File: src/rtl/tick_period_meter_if.sv
// tick_period_meter_if: enable/tick inputs and measurement outputs of the period meter
interface tick_period_meter_if #(parameter int CNT_W = 32);
    logic             enable;
    logic             tick_in;
    logic [CNT_W-1:0] period;
    logic             period_valid;
    logic             locked;
    logic             timeout;
    modport master (output enable, tick_in, input period, period_valid, locked, timeout);
    modport slave  (input enable, tick_in, output period, period_valid, locked, timeout);
endinterface

File: src/rtl/tick_period_meter.sv
// tick_period_meter: measures clk cycles between tick_in rising edges, flags loss of tick
module tick_period_meter #(
    parameter int CNT_W   = 32,
    parameter int TIMEOUT = 100000000
) (
    input logic                 clk,
    input logic                 reset,
    tick_period_meter_if.slave  bus
);
    typedef enum logic [1:0] {IDLE, ARMED, LOCKED, TIMEDOUT} state_t;
    localparam logic [CNT_W-1:0] LAST = CNT_W'(TIMEOUT - 1);
    state_t           state_q, state_d;
    logic [2:0]       sync_q, sync_d;
    logic [CNT_W-1:0] cnt_q, cnt_d, period_q, period_d;
    logic             valid_q, valid_d;
    logic             rise, measuring, en;
    always_comb begin
        en        = bus.enable;
        sync_d    = {sync_q[1:0], bus.tick_in};
        rise      = sync_q[1] & ~sync_q[2];
        measuring = state_q == ARMED || state_q == LOCKED;
        // a rise in the saturation cycle takes priority over the timeout
        state_d   = !en ? IDLE :
                    !measuring ? (rise ? ARMED : state_q) :
                    rise ? LOCKED :
                    cnt_q == LAST ? TIMEDOUT : state_q;
        cnt_d     = (!en || rise) ? '0 : cnt_q == LAST ? cnt_q : cnt_q + CNT_W'(1);
        valid_d   = en & measuring & rise;
        period_d  = valid_d ? cnt_q + CNT_W'(1) : period_q;
    end
    always_ff @(posedge clk) begin
        if (reset) begin
            state_q  <= IDLE;
            sync_q   <= '0;
            cnt_q    <= '0;
            period_q <= '0;
            valid_q  <= 1'b0;
        end else begin
            state_q  <= state_d;
            sync_q   <= sync_d;
            cnt_q    <= cnt_d;
            period_q <= period_d;
            valid_q  <= valid_d;
        end
    end
    assign bus.period       = period_q;
    assign bus.period_valid = valid_q;
    assign bus.locked       = state_q == LOCKED;
    assign bus.timeout      = state_q == TIMEDOUT;
endmodule
File: src/flat_wrapper.sv
// flat-port wrapper written by rule: the top's interface ports become plain ports
module tick_period_meter_flat 
#(
    parameter int CNT_W   = 32,
    parameter int TIMEOUT = 100000000
)
  (clk, reset, bus_enable, bus_tick_in, bus_period, bus_period_valid, bus_locked, bus_timeout);
  tick_period_meter_if #(.CNT_W(CNT_W)) bus_i ();
  input logic clk;
  input logic reset;
  input wire logic [$bits(bus_i.enable)-1:0] bus_enable;
  input wire logic [$bits(bus_i.tick_in)-1:0] bus_tick_in;
  output wire logic [$bits(bus_i.period)-1:0] bus_period;
  output wire logic [$bits(bus_i.period_valid)-1:0] bus_period_valid;
  output wire logic [$bits(bus_i.locked)-1:0] bus_locked;
  output wire logic [$bits(bus_i.timeout)-1:0] bus_timeout;
  assign bus_i.enable = bus_enable;
  assign bus_i.tick_in = bus_tick_in;
  assign bus_period = bus_i.period;
  assign bus_period_valid = bus_i.period_valid;
  assign bus_locked = bus_i.locked;
  assign bus_timeout = bus_i.timeout;
  tick_period_meter #(.CNT_W(CNT_W), .TIMEOUT(TIMEOUT)) u_core (.clk(clk), .reset(reset), .bus(bus_i));
endmodule
File: config.mk
export PLATFORM = sky130hd
export DESIGN_NAME = tick_period_meter_flat
export DESIGN_NICKNAME = d
export VERILOG_FILES = /design/src/rtl/tick_period_meter_if.sv /design/src/rtl/tick_period_meter.sv /design/src/flat_wrapper.sv
export SDC_FILE = /design/constraint.sdc
export NUM_CORES = 1
export LEC_CHECK = 0
export BUFFER_PORTS_ARGS = -buffer_cell sky130_fd_sc_hd__buf_2
export CAP_MARGIN = 20
export CORE_ASPECT_RATIO = 2
export CORE_UTILIZATION = 50
export DETAILED_ROUTE_END_ITERATION = 10
export PLACE_DENSITY = 0.73
export SKIP_LAST_GASP = 1
export SYNTH_ARGS = -nofsm -noshare
export SYNTH_HDL_FRONTEND = slang
export SYNTH_SLANG_ARGS = --single-unit
File: constraint.sdc
create_clock -name clk -period 2 [get_ports clk]
set_input_delay 0.1 -clock clk [delete_from_list [all_inputs] [get_ports clk]]
set_output_delay 0.1 -clock clk [all_outputs]
set_load 0.005 [all_outputs]
==> impl_metrics.json <==
{
  "fin_hold_ws_ns": 0.0773,
  "cts.sinks": 70,
  "crit_chain": "ha_2 > nand4_2 > or2_1 > buf_4 > nor4_1 > xnor2_1 > a211oi_1",
  "root_buffer": "clkbuf_8",
  "htreeDepth": 3,
  "io_pins": 39,
  "routed_wl_um": 6480,
  "required_ns": 2.27,
  "path_buf_inv": 1,
  "clock_skew_ns": 0.00501,
  "critPathMaxStageDelay_ns": 0.38,
  "synth_ff_type": "dfxtp_1",
  "crit_arrival_ns": 2.19,
  "track_usage": 0.231,
  "synth_edf_count": 0,
  "grt_pass1_vias": 2383,
  "hp-start": "bus_enable",
  "core_mm2": 0.00547,
  "p_leak_nw": 1.29,
  "postSynth.asyncResetShare": 0,
  "start_util": 0.523,
  "yosysSeqAreaShare": 0.490,
  "cts-buffers-inserted": 9,
  "min_period_over_period": 0.961,
  "wire_per_inst_um": 14.7,
  "synthesis.nets": 330,
  "synth-seq-cells": 70,
  "synth_top_cell_by_area": "dfxtp_1",
  "power_mw": 2.77,
  "tightestPinTransition_ns": 0.388,
  "dpl.hpwl_um": 4660,
  "vias": 2426,
  "finalCriticalPeriod_ns": 1.92,
  "rsz0062_at_grt": "true",
  "n_fill_cell": 491,
  "start_kind": "register",
  "crit_slowest_cell": "dfxtp_2",
  "stdcell_count": 442,
  "cts_buffer_depth": 2,
  "path_max_fanout": 5,
  "clk_latency_ns": 0.35,
  "max_slew_margin": 0.741,
  "ys_warn_count": 0,
  "yosysUniqueCellTypes": 38,
  "critPathCaptureType": "register",
  "post_route_cells_drive_above_1_share": 0.236,
  "drt_iter0_drc": 64,
  "drv_slew": 0,
  "die-area_mm2": 0.00605,
  "gp_congestion": 0.881,
  "finalSetupViolCount": 0,
  "final_antenna_net_count": 0,
  "area_growth_pct": 22.7,
  "die_w_um": 55.5,
  "place_area_mm2": 0.00325,
  "antenna_found_initial": 0,
  "pre_cts_ws_ns": 0.0625,
  "clk_pin_slew_ns": 0.07,
  "final_util": 0.642,
  "hold_path.class": "input port to register",
  "critical_path.top_delay_family": "simple AND/OR/NAND/NOR gates",
  "viasPerCell": 5.49,
  "cp-startpoint": "u_core.cnt_q[0]",
  "drc": 0,
  "worstSetupPathType": "register to register",
  "firstDrtPassIters": 4,
  "post-place-cells": 425,
  "grt-ovfl-total": 0,
  "syn_area_mm2": 0.00286,
  "netlist_top_cells_area": "dfxtp_1 (49%), nor2_1 (8.9%), a211oi_1 (7.6%)",
  "reg2reg_from": "u_core.cnt_q[0]",
  "rows": 38,
  "diodes": 0,
  "die_h_um": 109,
  "hold_viol": 0,
  "power-per-cell-area_mw_per_mm2": 788,
  "numPortBuffers": 38,
  "status": "completed",
  "tritoncts": "built",
  "fin_area_mm2": 0.00351,
  "max_cap_viol_count": 0,
  "syn_area_per_cell_um2": 8.86,
  "tns_ns": 0,
  "max-vdd-ir-drop_mv": 0.805,
  "grt_max_degree": 38,
  "synth_cells": 323,
  "synth_top_area_share": 0.490,
  "worst_slack_ns": 0.0778,
  "max_freq_ghz": 0.520,
  "nets": 384,
  "grt_pass1_wl_um": 10700
}
sequential cells by signal, summed over array words and instances (netlist names):
signal	cells
u_core.sync_q	3
u_core.bus.period_valid	1
u_core.cnt_q	32
u_core.bus.period	32
u_core.state_q	2
synth_stat cells, types with 3 or more instances:
library cell,number
inv_1,4
ha_1,3
nor4_1,8
a21oi_1,11
and3_1,4
dfxtp_1,70
nor2b_1,4
nand2b_1,4
nand3_1,19
nor3_1,7
nand4_1,9
nor2_1,68
xnor2_1,12
nand2_1,15
xor2_1,18
a211oi_1,29
clkbuf_1,12
worst register-to-register path, stage by stage, from the launching register on:
cell and delay, ns:
dfxtp_2 0.38, ha_2 0.21, nand4_2 0.11, or2_1 0.26
buf_4 0.16, nor4_1 0.33, xnor2_1 0.15, a211oi_1 0.24
worst paths after layout:
kind	end	slack (ns)	cells past startpoint
max reg2reg	u_core.bus.period[26]	0.08	7
min	u_core.state_q[1]	0.08	3
max	u_core.bus.period[26]	0.08	7
min reg2reg	u_core.sync_q[1]	0.44	1
kinds of logic (layout without fill, tap and decap cells):
family / after synthesis / in the layout / synth area share
adders and majority gates: 3 / 3 / 0.0131
and+or+nand+nor: 154 / 154 / 0.265
DFF: 70 / 70 / 0.490
buffers and inverters: 22 / 81 / 0.0328
xor gates and xnor gates: 30 / 30 / 0.0918
muxes: 1 / 1 / 0.00350
AOI/OAI and AO/OA: 43 / 43 / 0.105
final cells by class:
class	count	area, um2	area share
flip-flops and latches	70	1400	0.400
clock buffers	13	169	0.0481
inverters	4	15.0	0.00428
multi-input cells	231	1390	0.397
well taps	60	75.1	0.0214
clock inverters	3	65.1	0.0185
repair buffers	61	390	0.111
repair_timing:
action,CTS,global route
buffers inserted,0,0
endpoints found under the hold margin,1,0
endpoints found under the setup margin,0,15
hold buffers,1,0
gates resized for setup,0,5
metal layers:
layer / vias up / wire length (um) / share of wire / global-route usage
met5: - / 0 / 0 / 0
met4: 0 / 221 / 0.034 / 0.143
met3: 16 / 221 / 0.034 / 0.0546
met2: 59 / 3570 / 0.55 / 0.431
met1: 1120 / 2460 / 0.38 / 0.224
li1: 1231 / - / - / -
report_power, final:
| part | internal (mW) | switching, mW |
|---|---|---|
| Combinational | 0.0227 | 0.0366 |
| Sequential | 1.40 | 0.00446 |
| Clock | 0.803 | 0.500 |
| Total | 2.23 | 0.541 |
cell usage in the layout (no fill, tap or decap), types with 3 or more instances in the layout:
| cell type | Yosys | routed |
|---|---|---|
| nor2_1 | 68 | 68 |
| nor3_2 | 2 | 3 |
| nor3_1 | 7 | 6 |
| nor2b_1 | 4 | 4 |
| nand3_1 | 19 | 19 |
| buf_2 | 2 | 38 |
| nor4_1 | 8 | 7 |
| xnor2_1 | 12 | 12 |
| a211oi_1 | 29 | 29 |
| nand2b_1 | 4 | 4 |
| a21oi_1 | 11 | 11 |
| xor2_1 | 18 | 18 |
| inv_1 | 4 | 4 |
| buf_4 | 0 | 20 |
| and3_1 | 4 | 4 |
| clkbuf_8 | 0 | 12 |
| nand2_1 | 15 | 15 |
| dfxtp_1 | 70 | 68 |
| nand4_1 | 9 | 9 |
Note: power is estimated with default switching activity, not from simulation.
